[src/rtl/fetch_stage_if.sv]
// Fetch-stage bus: instruction-memory request/response, redirect, and the decode handshake.
// master is the fetch stage; slave is the surrounding memory/decode/control.
interface fetch_stage_if #(
    parameter int unsigned XLEN = 32
) ();
    logic            imem_req_valid;
    logic            imem_req_ready;
    logic [XLEN-1:0] imem_req_addr;
    logic            imem_rsp_valid;
    logic [31:0]     imem_rsp_data;
    logic            redirect_valid;
    logic [XLEN-1:0] redirect_pc;
    logic            valid_o;
    logic            ready_i;
    logic [31:0]     inst_o;
    logic [XLEN-1:0] pc_o;

    modport master (
        output imem_req_valid, imem_req_addr, valid_o, inst_o, pc_o,
        input  imem_req_ready, imem_rsp_valid, imem_rsp_data, redirect_valid, redirect_pc,
               ready_i
    );

    modport slave (
        input  imem_req_valid, imem_req_addr, valid_o, inst_o, pc_o,
        output imem_req_ready, imem_rsp_valid, imem_rsp_data, redirect_valid, redirect_pc,
               ready_i
    );
endinterface

[src/rtl/fetch_stage.sv]
// In-order instruction fetch: owns the PC, credit-limits memory requests, buffers responses.
// Optional macro FETCH_BYPASS_EN forwards a response straight to decode when the buffer is empty.
module fetch_stage #(
    parameter int unsigned     XLEN       = 32,
    parameter logic [XLEN-1:0] RESET_PC   = '0,
    parameter int unsigned     IBUF_DEPTH = 2
) (
    input  logic          clk,
    input  logic          rst,
    fetch_stage_if.master bus_io
);
    localparam int unsigned CntW = $clog2(IBUF_DEPTH + 1);
    localparam int unsigned OccW = CntW + 1;
    localparam int unsigned PtrW = $clog2(IBUF_DEPTH);

    logic [XLEN-1:0] pc_q, pc_d;
    logic [XLEN-1:0] rsp_pc_q, rsp_pc_d;
    logic [CntW-1:0] outstanding_q, outstanding_d;
    logic [CntW-1:0] drop_cnt_q, drop_cnt_d;
    logic [CntW-1:0] count_q, count_d;
    logic [PtrW-1:0] rd_ptr_q, rd_ptr_d;
    logic [PtrW-1:0] wr_ptr_q, wr_ptr_d;
    logic [31:0]     inst_mem_q [IBUF_DEPTH];
    logic [XLEN-1:0] pc_mem_q   [IBUF_DEPTH];
    logic            active_q;

    logic            empty;
    logic            rsp_keep;
    logic            push;
    logic            pop;
    logic            pop_buf;
    logic            valid;
    logic            req_valid;
    logic            req_fire;
    logic [OccW-1:0] occupancy;
    logic [OccW-1:0] limit;
    logic [XLEN-1:0] redirect_target;

    assign empty    = (count_q == '0);
    assign rsp_keep = bus_io.imem_rsp_valid & (drop_cnt_q == '0) & ~bus_io.redirect_valid;
    assign redirect_target = bus_io.redirect_pc & ~XLEN'(3);

`ifdef FETCH_BYPASS_EN
    logic bypass;
    assign bypass         = rsp_keep & empty;
    assign valid          = (~empty | bypass) & ~bus_io.redirect_valid;
    assign bus_io.inst_o  = bypass ? bus_io.imem_rsp_data : inst_mem_q[rd_ptr_q];
    assign bus_io.pc_o    = bypass ? rsp_pc_q : pc_mem_q[rd_ptr_q];
    // A bypassed response taken by decode never occupies a slot.
    assign push           = rsp_keep & ~(bypass & bus_io.ready_i);
`else
    assign valid          = ~empty & ~bus_io.redirect_valid;
    assign bus_io.inst_o  = inst_mem_q[rd_ptr_q];
    assign bus_io.pc_o    = pc_mem_q[rd_ptr_q];
    assign push           = rsp_keep;
`endif

    assign pop     = valid & bus_io.ready_i;
    assign pop_buf = pop & ~empty;

    // Every request in flight owns a buffer slot, so responses never need back-pressure.
    assign occupancy = OccW'(outstanding_q) + OccW'(count_q);
    assign limit     = OccW'(IBUF_DEPTH) + OccW'(pop);
    assign req_valid = active_q & ~bus_io.redirect_valid & (occupancy < limit);
    assign req_fire  = req_valid & bus_io.imem_req_ready;

    assign bus_io.imem_req_valid = req_valid;
    assign bus_io.imem_req_addr  = pc_q;
    assign bus_io.valid_o        = valid;

    always_comb begin
        pc_d          = pc_q;
        rsp_pc_d      = rsp_pc_q;
        drop_cnt_d    = drop_cnt_q;
        count_d       = count_q;
        rd_ptr_d      = rd_ptr_q;
        wr_ptr_d      = wr_ptr_q;
        outstanding_d = outstanding_q + CntW'(req_fire) - CntW'(bus_io.imem_rsp_valid);

        if (req_fire) begin
            pc_d = pc_q + XLEN'(4);
        end

        if (bus_io.redirect_valid) begin
            pc_d       = redirect_target;
            rsp_pc_d   = redirect_target;
            drop_cnt_d = outstanding_q - CntW'(bus_io.imem_rsp_valid);
            count_d    = '0;
            rd_ptr_d   = '0;
            wr_ptr_d   = '0;
        end else begin
            if (bus_io.imem_rsp_valid && drop_cnt_q != '0) begin
                drop_cnt_d = drop_cnt_q - CntW'(1);
            end
            if (rsp_keep) begin
                rsp_pc_d = rsp_pc_q + XLEN'(4);
            end
            if (push) begin
                wr_ptr_d = wr_ptr_q + PtrW'(1);
            end
            if (pop_buf) begin
                rd_ptr_d = rd_ptr_q + PtrW'(1);
            end
            count_d = count_q + CntW'(push) - CntW'(pop_buf);
        end
    end

    always_ff @(posedge clk or posedge rst) begin
        if (rst) begin
            pc_q          <= RESET_PC;
            rsp_pc_q      <= RESET_PC;
            outstanding_q <= '0;
            drop_cnt_q    <= '0;
            count_q       <= '0;
            rd_ptr_q      <= '0;
            wr_ptr_q      <= '0;
            active_q      <= 1'b0;
            for (int i = 0; i < int'(IBUF_DEPTH); i++) begin
                inst_mem_q[i] <= '0;
                pc_mem_q[i]   <= '0;
            end
        end else begin
            pc_q          <= pc_d;
            rsp_pc_q      <= rsp_pc_d;
            outstanding_q <= outstanding_d;
            drop_cnt_q    <= drop_cnt_d;
            count_q       <= count_d;
            rd_ptr_q      <= rd_ptr_d;
            wr_ptr_q      <= wr_ptr_d;
            active_q      <= 1'b1;
            if (push) begin
                inst_mem_q[wr_ptr_q] <= bus_io.imem_rsp_data;
                pc_mem_q[wr_ptr_q]   <= rsp_pc_q;
            end
        end
    end
endmodule

[src/flat_wrapper.sv]
// flat-port wrapper written by rule: the top's interface ports become plain ports
module fetch_stage_flat 
#(
    parameter int unsigned     XLEN       = 32,
    parameter logic [XLEN-1:0] RESET_PC   = '0,
    parameter int unsigned     IBUF_DEPTH = 2
)
  (clk, rst, bus_io_imem_req_valid, bus_io_imem_req_addr, bus_io_valid_o, bus_io_inst_o, bus_io_pc_o, bus_io_imem_req_ready, bus_io_imem_rsp_valid, bus_io_imem_rsp_data, bus_io_redirect_valid, bus_io_redirect_pc, bus_io_ready_i);
  fetch_stage_if #(.XLEN(XLEN)) bus_io_i ();
  input  logic clk;
  input  logic rst;
  output wire logic [$bits(bus_io_i.imem_req_valid)-1:0] bus_io_imem_req_valid;
  output wire logic [$bits(bus_io_i.imem_req_addr)-1:0] bus_io_imem_req_addr;
  output wire logic [$bits(bus_io_i.valid_o)-1:0] bus_io_valid_o;
  output wire logic [$bits(bus_io_i.inst_o)-1:0] bus_io_inst_o;
  output wire logic [$bits(bus_io_i.pc_o)-1:0] bus_io_pc_o;
  input wire logic [$bits(bus_io_i.imem_req_ready)-1:0] bus_io_imem_req_ready;
  input wire logic [$bits(bus_io_i.imem_rsp_valid)-1:0] bus_io_imem_rsp_valid;
  input wire logic [$bits(bus_io_i.imem_rsp_data)-1:0] bus_io_imem_rsp_data;
  input wire logic [$bits(bus_io_i.redirect_valid)-1:0] bus_io_redirect_valid;
  input wire logic [$bits(bus_io_i.redirect_pc)-1:0] bus_io_redirect_pc;
  input wire logic [$bits(bus_io_i.ready_i)-1:0] bus_io_ready_i;
  assign bus_io_imem_req_valid = bus_io_i.imem_req_valid;
  assign bus_io_imem_req_addr = bus_io_i.imem_req_addr;
  assign bus_io_valid_o = bus_io_i.valid_o;
  assign bus_io_inst_o = bus_io_i.inst_o;
  assign bus_io_pc_o = bus_io_i.pc_o;
  assign bus_io_i.imem_req_ready = bus_io_imem_req_ready;
  assign bus_io_i.imem_rsp_valid = bus_io_imem_rsp_valid;
  assign bus_io_i.imem_rsp_data = bus_io_imem_rsp_data;
  assign bus_io_i.redirect_valid = bus_io_redirect_valid;
  assign bus_io_i.redirect_pc = bus_io_redirect_pc;
  assign bus_io_i.ready_i = bus_io_ready_i;
  fetch_stage #(.XLEN(XLEN), .RESET_PC(RESET_PC), .IBUF_DEPTH(IBUF_DEPTH)) u_core (.clk(clk), .rst(rst), .bus_io(bus_io_i));
endmodule
[config.mk]
export PLATFORM = sky130hd
export DESIGN_NAME = fetch_stage_flat
export DESIGN_NICKNAME = d
export VERILOG_FILES = /design/src/rtl/fetch_stage_if.sv /design/src/rtl/fetch_stage.sv /design/src/flat_wrapper.sv
export SDC_FILE = /design/constraint.sdc
export NUM_CORES = 1
export LEC_CHECK = 0
export ABC_CLOCK_PERIOD_IN_PS = 6900
export BUFFER_PORTS_ARGS = -buffer_cell sky130_fd_sc_hd__buf_2
export CAP_MARGIN = 5
export CELL_PAD_IN_SITES_DETAIL_PLACEMENT = 1
export CELL_PAD_IN_SITES_GLOBAL_PLACEMENT = 1
export CORE_ASPECT_RATIO = 1.5
export CORE_UTILIZATION = 30
export CTS_BUF_LIST = sky130_fd_sc_hd__clkbuf_4 sky130_fd_sc_hd__clkbuf_8
export DETAILED_ROUTE_END_ITERATION = 10
export PLACE_DENSITY = 0.64
export RECOVER_POWER = 50
export SLEW_MARGIN = 20
export SYNTH_ARGS = -nofsm -noshare
export SYNTH_HDL_FRONTEND = slang
export SYNTH_SLANG_ARGS = --single-unit
[constraint.sdc]
create_clock -name clk -period 6.9 [get_ports clk]
set_input_delay 1.38 -clock clk [delete_from_list [all_inputs] [get_ports clk]]
set_output_delay 1.38 -clock clk [all_outputs]
set_load 0.1 [all_outputs]
==> results.yml <==
sta:
  timing.hold.ws_ns: 0.492
  fmax_ghz: 0.212
  post-route-period-util: 0.685
  timing.final.max_slew_violations: 174
  finClkSkew_ns: 0.0213
  tightest_slew_ns: 3.89
  rsz0062_at_grt: "false"
  setup_tns_ns: 0
  setup_viol: 0
  hold_viol: 0
  slew_headroom: -1.61
  period_minus_slack_ns: 4.72
clocking:
  cts_hold_buffers: 0
  cts-root-buf: "clkbuf_8"
  cts_buffers: 17
  clk_pin_slew_worst_paths_ns: 0.10
  cts_max_level: 4
  ctsResizeCount: 0
  cts.sinks: 193
  cts_tree: "built"
  clock_latency_ns: 0.50
  post_cts_buffers: 0
  cts.path.max_buffers: 2
grt:
  use_met2: 0.295
  grt_util_all_layers: 0.160
  grt_max_degree: 141
  grt_pass1_vias: 7168
  busiest_layer: "met2"
  gr-usage-met1: 0.186
  grt_pass1_wl_um: 39300
  overflow: 0
  use_met3: 0.0339
  antenna_found_initial: 0
power:
  p_sw_w: 0.00293
  intPower_w: 0.00254
  power_frac_comb: 0.539
  total_power_w: 0.00547
  power.share.sequential: 0.319
  power_density_nw_per_um2: 502
  vdd_drop_max_v: 0.000294
  clkPwrFrac: 0.142
  p_leak_nw: 4.86
  switching_share: 0.536
hold_path:
  hp-class: "flip-flop to flip-flop"
worst_setup_path:
  path_common_cell: "clkbuf_1"
  crit_type: "input port to flip-flop"
  arrival_ns: 5.11
  startpoint_type: "input port"
  cp_max_fo: 49
  timing.critical_path.slowest_cell_delay_ns: 1.48
  crit_slowest_cell: "clkbuf_1"
  crit_family: "buffers and inverters"
  cp_cell_sequence: "clkbuf_1 > clkbuf_1 > inv_1 > mux2_2"
  endpoint_kind: "flip-flop"
  crit_buf_inv: 3
  crit_required_ns: 7.29
synthesis:
  postSynthAreaPerCell_um2: 11.9
  synth_edf_count: 0
  ys_seq_area_frac: 0.520
  synthArstFlopShare: 1.00
  synth-seq-cells: 193
  syn_inst: 778
  synthTopCellsByArea: "dfrtp_1 52%, mux2_2 22%, xnor2_1 2.5%"
  ys_warn_count: 0
  synth_top_area_cell: "dfrtp_1"
  synth_area_um2: 9280
  synth_top_area_frac: 0.520
  synth_ff_type: "dfrtp_1"
  synth.distinct_cells: 53
placement:
  place_inst: 1306
  post_dp_cell_area_um2: 10500
  port_buffers: 161
  dpl.hpwl_um: 16800
  globalplace.congestion: 0.776
run:
  maxCapViolations: 3
die:
  die_h_um: 217
  pin_count: 168
  die_width_um: 146
  die_area_um2: 31700
  start_util: 0.306
  fp.coreArea_um2: 30400
  std_cell_rows: 78
drt:
  drtIter0Drc: 214
  drtAntennaViolNets: 0
  drc: 0
  wl_per_cell_um: 17.9
  dr.pass1.iters: 4
  finalWirelength_um: 24000
  vias: 6521
  via_per_inst: 4.87
final_layout:
  fillers: 3370
  multiInputGateArea_um2: 4200
  seq_area_um2: 4830
  stdcell_count: 1339
  design_area_um2: 10900
  synthToLayoutAreaGrowth_pct: 17.3
  nets: 1005
  diodes: 0
  drive_gt1_frac: 0.422
status:
  status: "finished with violations"
  violations: "capacitance limit, slew limit"
-- placed cells by master (no fill, tap or decap), types with 9 or more instances in the layout --
cell type    n
and4_1       9
buf_2      158
clkbuf_8    17
dfrtp_1    192
inv_1       21
mux2_2     183
nand2_1     60
nand3_1     22
nand4_1     22
nor2_1      26
nor3_1       9
o211ai_1    10
o21ai_0     42
or3_1        9
xnor2_1     26
xor2_1      11
-- kinds of logic after synthesis --
group	Yosys count	synth area share
AO/OA/AOI/OAI	90	0.0620
multiplexers	187	0.227
flip-flops	193	0.520
other	2	0.000809
adder cells (fa/ha/maj)	9	0.0129
XOR/XNOR	37	0.0349
AND/OR/NAND/NOR	196	0.113
buffers and inverters	64	0.0297
-- per-layer routing --
layer,vias to the layer above,wire [um]
met1,3310,10200
met2,115,12800
met4,0,350
met3,18,679
li1,3078,-
met5,-,0
-- power by group through the flow --
stage	Clock [W]	Combinational [W]	Sequential [W]
final	0.000775	0.00295	0.00174
after global routing	0.000849	0.00308	0.00181
after CTS	0.000815	0.00299	0.00175
after detailed placement	0	0.00298	0.00177
after global placement	0	0.00296	0.00174
after floorplan	0	0.00244	0.00186
-- state kept, by name, indices dropped and copies added, names as in the netlist --
name / count
u_core.active_q: 1
u_core.bus_io.imem_req_addr: 30
u_core.count_q: 2
u_core.drop_cnt_q: 2
u_core.inst_mem_q: 64
u_core.outstanding_q: 2
u_core.pc_mem_q: 60
u_core.rd_ptr_q: 1
u_core.rsp_pc_q: 30
u_core.wr_ptr_q: 1
-- worst paths after layout --
check / from / end / slack, ns / cells past startpoint
max: bus_io_redirect_valid / u_core.rsp_pc_q[27] / 2.18 / 4
min: u_core.pc_mem_q[17] / u_core.pc_mem_q[17] / 0.49 / 2
max reg2reg: u_core.drop_cnt_q[0] / u_core.inst_mem_q[5] / 3.36 / 7
min reg2reg: u_core.pc_mem_q[17] / u_core.pc_mem_q[17] / 0.49 / 2
max in group asynchronous: rst / u_core.rd_ptr_q / 2.74 / 4
min in group asynchronous: rst / u_core.inst_mem_q[14] / 2.01 / 2
-- layout make-up --
cell class                      count  area share
Sequential cell                   193       0.444
Multi-Input combinational cell    524       0.386
Clock inverter                     15      0.0155
Timing Repair Buffer              168      0.0800
Clock buffer                       17      0.0215
Tap cell                          400      0.0460
Inverter                           22     0.00770
-- worst reg2reg max path, stage by stage (launching register included) --
cell and delay, ns:
dfrtp_1 0.38, inv_1 0.05, ha_1 0.24, nand2_1 0.24, nor2_1 0.11, nand2_1 1.41
buf_4 0.59, mux2_2 0.40
-- through the flow --
step           worst slack [ns]  utilization
6_report                   2.18        0.359
2_1_floorplan             0.264            -
5_1_grt                    1.68        0.359
4_1_cts                    2.79        0.358
3_5_place_dp               2.80        0.345
3_3_place_gp               2.79        0.345
-- synthesized netlist by cell type, types with 3 or more instances --
| cell | instances |
|---|---|
| a21o_1 | 4 |
| a21oi_1 | 8 |
| a221o_1 | 4 |
| a31oi_1 | 3 |
| and2_1 | 3 |
| and3_1 | 8 |
| and4_1 | 9 |
| buf_1 | 7 |
| buf_2 | 16 |
| buf_4 | 4 |
| clkbuf_1 | 15 |
| dfrtp_1 | 193 |
| ha_1 | 8 |
| inv_1 | 22 |
| mux2_2 | 183 |
| nand2_1 | 60 |
| nand3_1 | 22 |
| nand4_1 | 22 |
| nor2_1 | 26 |
| nor3_1 | 9 |
| nor4_1 | 7 |
| o211ai_1 | 10 |
| o21ai_0 | 34 |
| o21ai_1 | 8 |
| o311ai_0 | 6 |
| or3_1 | 9 |
| or4_1 | 5 |
| xnor2_1 | 26 |
| xor2_1 | 11 |
Power figures use the tool's default switching activity.
